[src/rtl/bsg_link_upstream_arbiter.sv]
// Round-robin, burst-limited arbiter that merges num_req_p requester streams onto one upstream link.
// Optional macro BSG_LINK_ARB_TAG_EN adds link_tag_o, which carries the granted requester index.

module bsg_link_upstream_arbiter_lane #(
  parameter int width_p = 64
) (
  input  logic               sel,
  input  logic [width_p-1:0] data,
  input  logic               valid,
  input  logic               link_ready,
  output logic               ready,
  output logic [width_p-1:0] data_g,
  output logic               valid_g
);
  // Lanes that are not selected contribute zero, so the top can OR the lanes together.
  assign ready   = sel & link_ready;
  assign valid_g = sel & valid;
  assign data_g  = sel ? data : '0;
endmodule

module bsg_link_upstream_arbiter #(
  parameter int num_req_p   = 4,
  parameter int width_p     = 64,
  parameter int burst_max_p = 8
) (
  input  logic                         core_clk_i,
  input  logic                         core_reset_n_i,
  input  logic [num_req_p*width_p-1:0] req_data_i,
  input  logic [num_req_p-1:0]         req_valid_i,
  input  logic [num_req_p-1:0]         req_last_i,
  output logic [num_req_p-1:0]         req_ready_o,
  output logic [width_p-1:0]           link_data_o,
  output logic                         link_valid_o,
  input  logic                         link_ready_i
`ifdef BSG_LINK_ARB_TAG_EN
  , output logic [$clog2(num_req_p)-1:0] link_tag_o
`endif
);
  localparam int idx_w = (num_req_p > 1) ? $clog2(num_req_p) : 1;
  localparam int cnt_w = $clog2(burst_max_p + 1);

  typedef enum logic {IDLE, GRANT} state_e;

  state_e                               state;
  logic [idx_w-1:0]                     grant, rr_ptr;
  logic [cnt_w-1:0]                     cnt;

  logic [num_req_p-1:0]                 sel;
  logic [num_req_p-1:0][width_p-1:0]    data_g;
  logic [num_req_p-1:0]                 valid_g;
  logic [idx_w-1:0]                     pick_idx;
  logic                                 pick_vld;
  logic                                 xfer, grant_end;
  logic [idx_w-1:0]                     rr_nxt;

  for (genvar i = 0; i < num_req_p; i++) begin : g_lane
    assign sel[i] = (state == GRANT) && (grant == idx_w'(i));
    bsg_link_upstream_arbiter_lane #(.width_p(width_p)) u_lane (
      .sel        (sel[i]),
      .data       (req_data_i[i*width_p +: width_p]),
      .valid      (req_valid_i[i]),
      .link_ready (link_ready_i),
      .ready      (req_ready_o[i]),
      .data_g     (data_g[i]),
      .valid_g    (valid_g[i])
    );
  end

  always_comb begin
    link_data_o  = '0;
    link_valid_o = 1'b0;
    for (int i = 0; i < num_req_p; i++) begin
      link_data_o  = link_data_o | data_g[i];
      link_valid_o = link_valid_o | valid_g[i];
    end
  end

  // Scan from the far end toward rr_ptr so the nearest valid requester wins.
  always_comb begin
    int idx;
    idx      = 0;
    pick_idx = '0;
    pick_vld = 1'b0;
    for (int k = num_req_p - 1; k >= 0; k--) begin
      idx = int'(rr_ptr) + k;
      if (idx >= num_req_p) idx = idx - num_req_p;
      if (req_valid_i[idx]) begin
        pick_vld = 1'b1;
        pick_idx = idx_w'(idx);
      end
    end
  end

  assign xfer      = link_valid_o & link_ready_i;
  assign grant_end = xfer && (req_last_i[grant] || (cnt == cnt_w'(burst_max_p - 1)));
  assign rr_nxt    = (grant == idx_w'(num_req_p - 1)) ? '0 : grant + 1'b1;

  always_ff @(posedge core_clk_i or negedge core_reset_n_i) begin
    if (!core_reset_n_i) begin
      state  <= IDLE;
      grant  <= '0;
      rr_ptr <= '0;
      cnt    <= '0;
    end else begin
      case (state)
        IDLE: begin
          if (pick_vld) begin
            grant <= pick_idx;
            cnt   <= '0;
            state <= GRANT;
          end
        end
        GRANT: begin
          if (grant_end) begin
            state  <= IDLE;
            cnt    <= '0;
            rr_ptr <= rr_nxt;
          end else if (xfer) begin
            cnt <= cnt + 1'b1;
          end
        end
        default: state <= IDLE;
      endcase
    end
  end

`ifdef BSG_LINK_ARB_TAG_EN
  assign link_tag_o = (state == GRANT) ? grant : '0;
`endif
endmodule
[config.mk]
export PLATFORM = sky130hd
export DESIGN_NAME = bsg_link_upstream_arbiter
export DESIGN_NICKNAME = d
export VERILOG_FILES = /design/src/rtl/bsg_link_upstream_arbiter.sv
export SDC_FILE = /design/constraint.sdc
export NUM_CORES = 1
export LEC_CHECK = 0
export BUFFER_PORTS_ARGS = -buffer_cell sky130_fd_sc_hd__buf_2
export CAP_MARGIN = 10
export CORE_AREA = 4 4 129 131
export DETAILED_ROUTE_END_ITERATION = 10
export DIE_AREA = 0 0 133 135
export SLEW_MARGIN = 10
export SYNTH_ARGS = -nofsm -noshare
export SYNTH_HDL_FRONTEND = slang
export SYNTH_SLANG_ARGS = --single-unit
export TNS_END_PERCENT = 100
[constraint.sdc]
create_clock -name core_clk_i -period 2.2 [get_ports core_clk_i]
set_input_delay 0.11 -clock core_clk_i [delete_from_list [all_inputs] [get_ports core_clk_i]]
set_output_delay 0.11 -clock core_clk_i [all_outputs]
set_load 0.005 [all_outputs]
==> impl_metrics.json <==
{
  "hpwl_um": 10500,
  "antenna_found_initial": 1,
  "synth_flop_cell": "dfrtp_1",
  "avgSynthCellArea_um2": 6.76,
  "stdcell_area_um2": 4000,
  "grt_use_total": 0.122,
  "start_kind": "flop",
  "rsz0062_at_grt": "false",
  "critPathKind": "flop to primary output",
  "fin_tns_setup_ns": 0,
  "ios": 336,
  "gp_congestion": 0.769,
  "min_path_type": "primary input to flop",
  "syn_to_final_growth_pct": 101,
  "rows": 46,
  "num_vias": 3704,
  "netlist_area_um2": 1990,
  "hold_viol_final": 0,
  "worst-endpoint-required_ns": 2.09,
  "fillers": 1749,
  "ys_warn_count": 0,
  "first_global_vias": 3410,
  "fmax_mhz": 486,
  "cts_buffer_depth": 2,
  "drt_iter0_markers": 204,
  "post-route-drc-count": 0,
  "max_slew.worst_pin.slew_ns": 0.406,
  "synth_top_cell_by_area": "a22oi_1",
  "crit_path_end_kind": "primary output",
  "synth_edf_count": 0,
  "slew_headroom": 0.722,
  "clock-sinks": 9,
  "status": "complete, no violations",
  "rrSetupSlack_ns": 0.34,
  "finalClockSkew_ns": 0.00153,
  "peakVddDrop_uv": 623,
  "final_max_slew_viol_count": 0,
  "die-area_um2": 18000,
  "synth_fp_nets": 566,
  "synth-seq-area-share": 0.113,
  "fin_crit_sh": 0.936,
  "path_clk_slew_ns": 0.04,
  "htree_num_levels": 1,
  "post_dp_cell_area_um2": 3910,
  "die_x_um": 133,
  "die_h_um": 135,
  "viasPerCell": 4.48,
  "overflow": 0,
  "clock_latency_ns": 0.23,
  "start_util": 0.127,
  "ys_async_sr_fraction": 1.00,
  "cp_max_fo": 35,
  "synth_cell_types": 29,
  "maxCapViolations": 0,
  "core_um2": 15600,
  "ant_nets": 0,
  "critical_path_arrival_ns": 1.95,
  "wirelength_um": 12600,
  "first_pass_iters": 5,
  "grt_max_degree": 36,
  "cts_root_buf": "clkbuf_16",
  "setup_viol": 0,
  "min_period_ns": 2.06,
  "grt_pass1_wl_um": 18100,
  "p_leak_nw": 2.27,
  "synth_seq_cells": 9,
  "drive_gt1_frac": 0.580,
  "cts_tree": "yes",
  "numCtsBuffers": 3,
  "nNetsFinal": 882,
  "power.density_nw_per_um2": 1030,
  "cts_setup_buffers": 0,
  "synth_area_leaders": "a22oi_1 49%, nand2_1 13%, dfrtp_1 11%, clkbuf_1 4.0%, ha_1 3.1%",
  "synth_cells": 294,
  "yosys.area.top_type_share": 0.491,
  "portBuffers": 335,
  "wl_per_cell_um": 15.3
}
where the power goes:
| part | internal [W] | switching (W) | total (W) |
|---|---|---|---|
| Sequential | 0.000232 | 0.000106 | 0.000337 |
| Combinational | 0.00163 | 0.00185 | 0.00348 |
| Clock | 0.000242 | 0.0000792 | 0.000321 |
layout by cell type, fill, tap and decap left out, types with 2 or more instances in the layout:
| cell type | n |
|---|---|
| o21ai_0 | 4 |
| nand3_1 | 6 |
| dfrtp_1 | 8 |
| a21oi_1 | 2 |
| and3_1 | 5 |
| nand2_1 | 70 |
| clkbuf_16 | 3 |
| a22oi_1 | 130 |
| buf_2 | 335 |
| buf_4 | 4 |
| buf_12 | 4 |
| nand2b_1 | 2 |
| a21o_1 | 2 |
| and2_2 | 4 |
| nor2_1 | 2 |
| o31ai_1 | 3 |
| ha_1 | 5 |
| inv_1 | 5 |
routing by layer:
metal,part of all wire,global-route usage,wire length (µm)
met4,0.0099,0.0225,125
met1,0.40,0.151,5020
met5,0,0,0
met2,0.51,0.222,6420
met3,0.086,0.0194,1080
path summary, 6_finish.rpt:
kind / from / to / depth (start not counted)
worst max-delay path: grant[1]$_DFFE_PN0P_ / link_data_o[22] / 7
worst min-delay path: req_valid_i[0] / grant[0]$_DFFE_PN0P_ / 3
worst max register to register: grant[0]$_DFFE_PN0P_ / rr_ptr[1]$_DFFE_PN0P_ / 4
worst min register to register: cnt[3]$_DFFE_PN0P_ / cnt[3]$_DFFE_PN0P_ / 1
max in group asynchronous: core_reset_n_i / grant[0]$_DFFE_PN0P_ / 2
min in group asynchronous: core_reset_n_i / cnt[0]$_DFFE_PN0P_ / 2
timing repair:
action	in CTS	in global routing
resized for setup	0	1
setup endpoints to repair	0	20
hold buffers	1	0
endpoints found under the hold margin	9	0
logic make-up (layout without fill, tap and decap cells):
group                    Yosys count  after routing  synth area share
flip-flops                         9              9             0.113
AO/OA/AOI/OAI                    147            147             0.558
buffers and inverters             38            353            0.0793
multiplexers                       3              3            0.0220
AND/OR/NAND/NOR                   92             92             0.196
adder cells (fa/ha/maj)            5              5            0.0315
other                              0              1                 0
cell type report:
class,instances,area (µm²),share of cell area
inverters,5,18.8,0.00469
multi-input cells,247,1610,0.402
flip-flops and latches,9,226,0.0566
diodes,1,2.50,0.000625
clock buffers,4,78.8,0.0197
repair buffers,344,1800,0.449
well taps,216,270,0.0675
cell usage after synthesis (all sizes together) (2+ instances only):
master,number
o21ai,4
buf,12
nand2,70
nor2,2
nand2b,2
ha,5
a21o,2
and2,4
a22oi,130
inv,5
dfrtp,9
clkbuf,21
a21oi,2
and3,5
o31ai,3
nand3,6
sequential cells by signal, summed over array words and instances, names as in the netlist:
signal and count:
cnt 4, grant 2, rr_ptr 2, state 1
stage by stage:
stage	utilization	hold slack (ns)	setup slack [ns]	std cells	total power (W)
after global routing	0.257	0.274	0.0176	826	0.00453
after global placement	0.251	-0.0270	0.362	820	0.00382
final	0.257	0.234	0.141	826	0.00414
after CTS	0.256	0.236	0.0821	825	0.00416
after floorplan	-	-0.186	0.444	294	0.00221
after detailed placement	0.251	-0.0236	0.293	820	0.00383
critical path: stages (launching register included):
cell,delay [ns]
dfrtp_1,0.43
inv_1,0.09
ha_1,0.21
and2_2,0.30
buf_12,0.21
a22oi_1,0.19
nand2_1,0.11
buf_2,0.14
(Power assumes the default switching activity.)
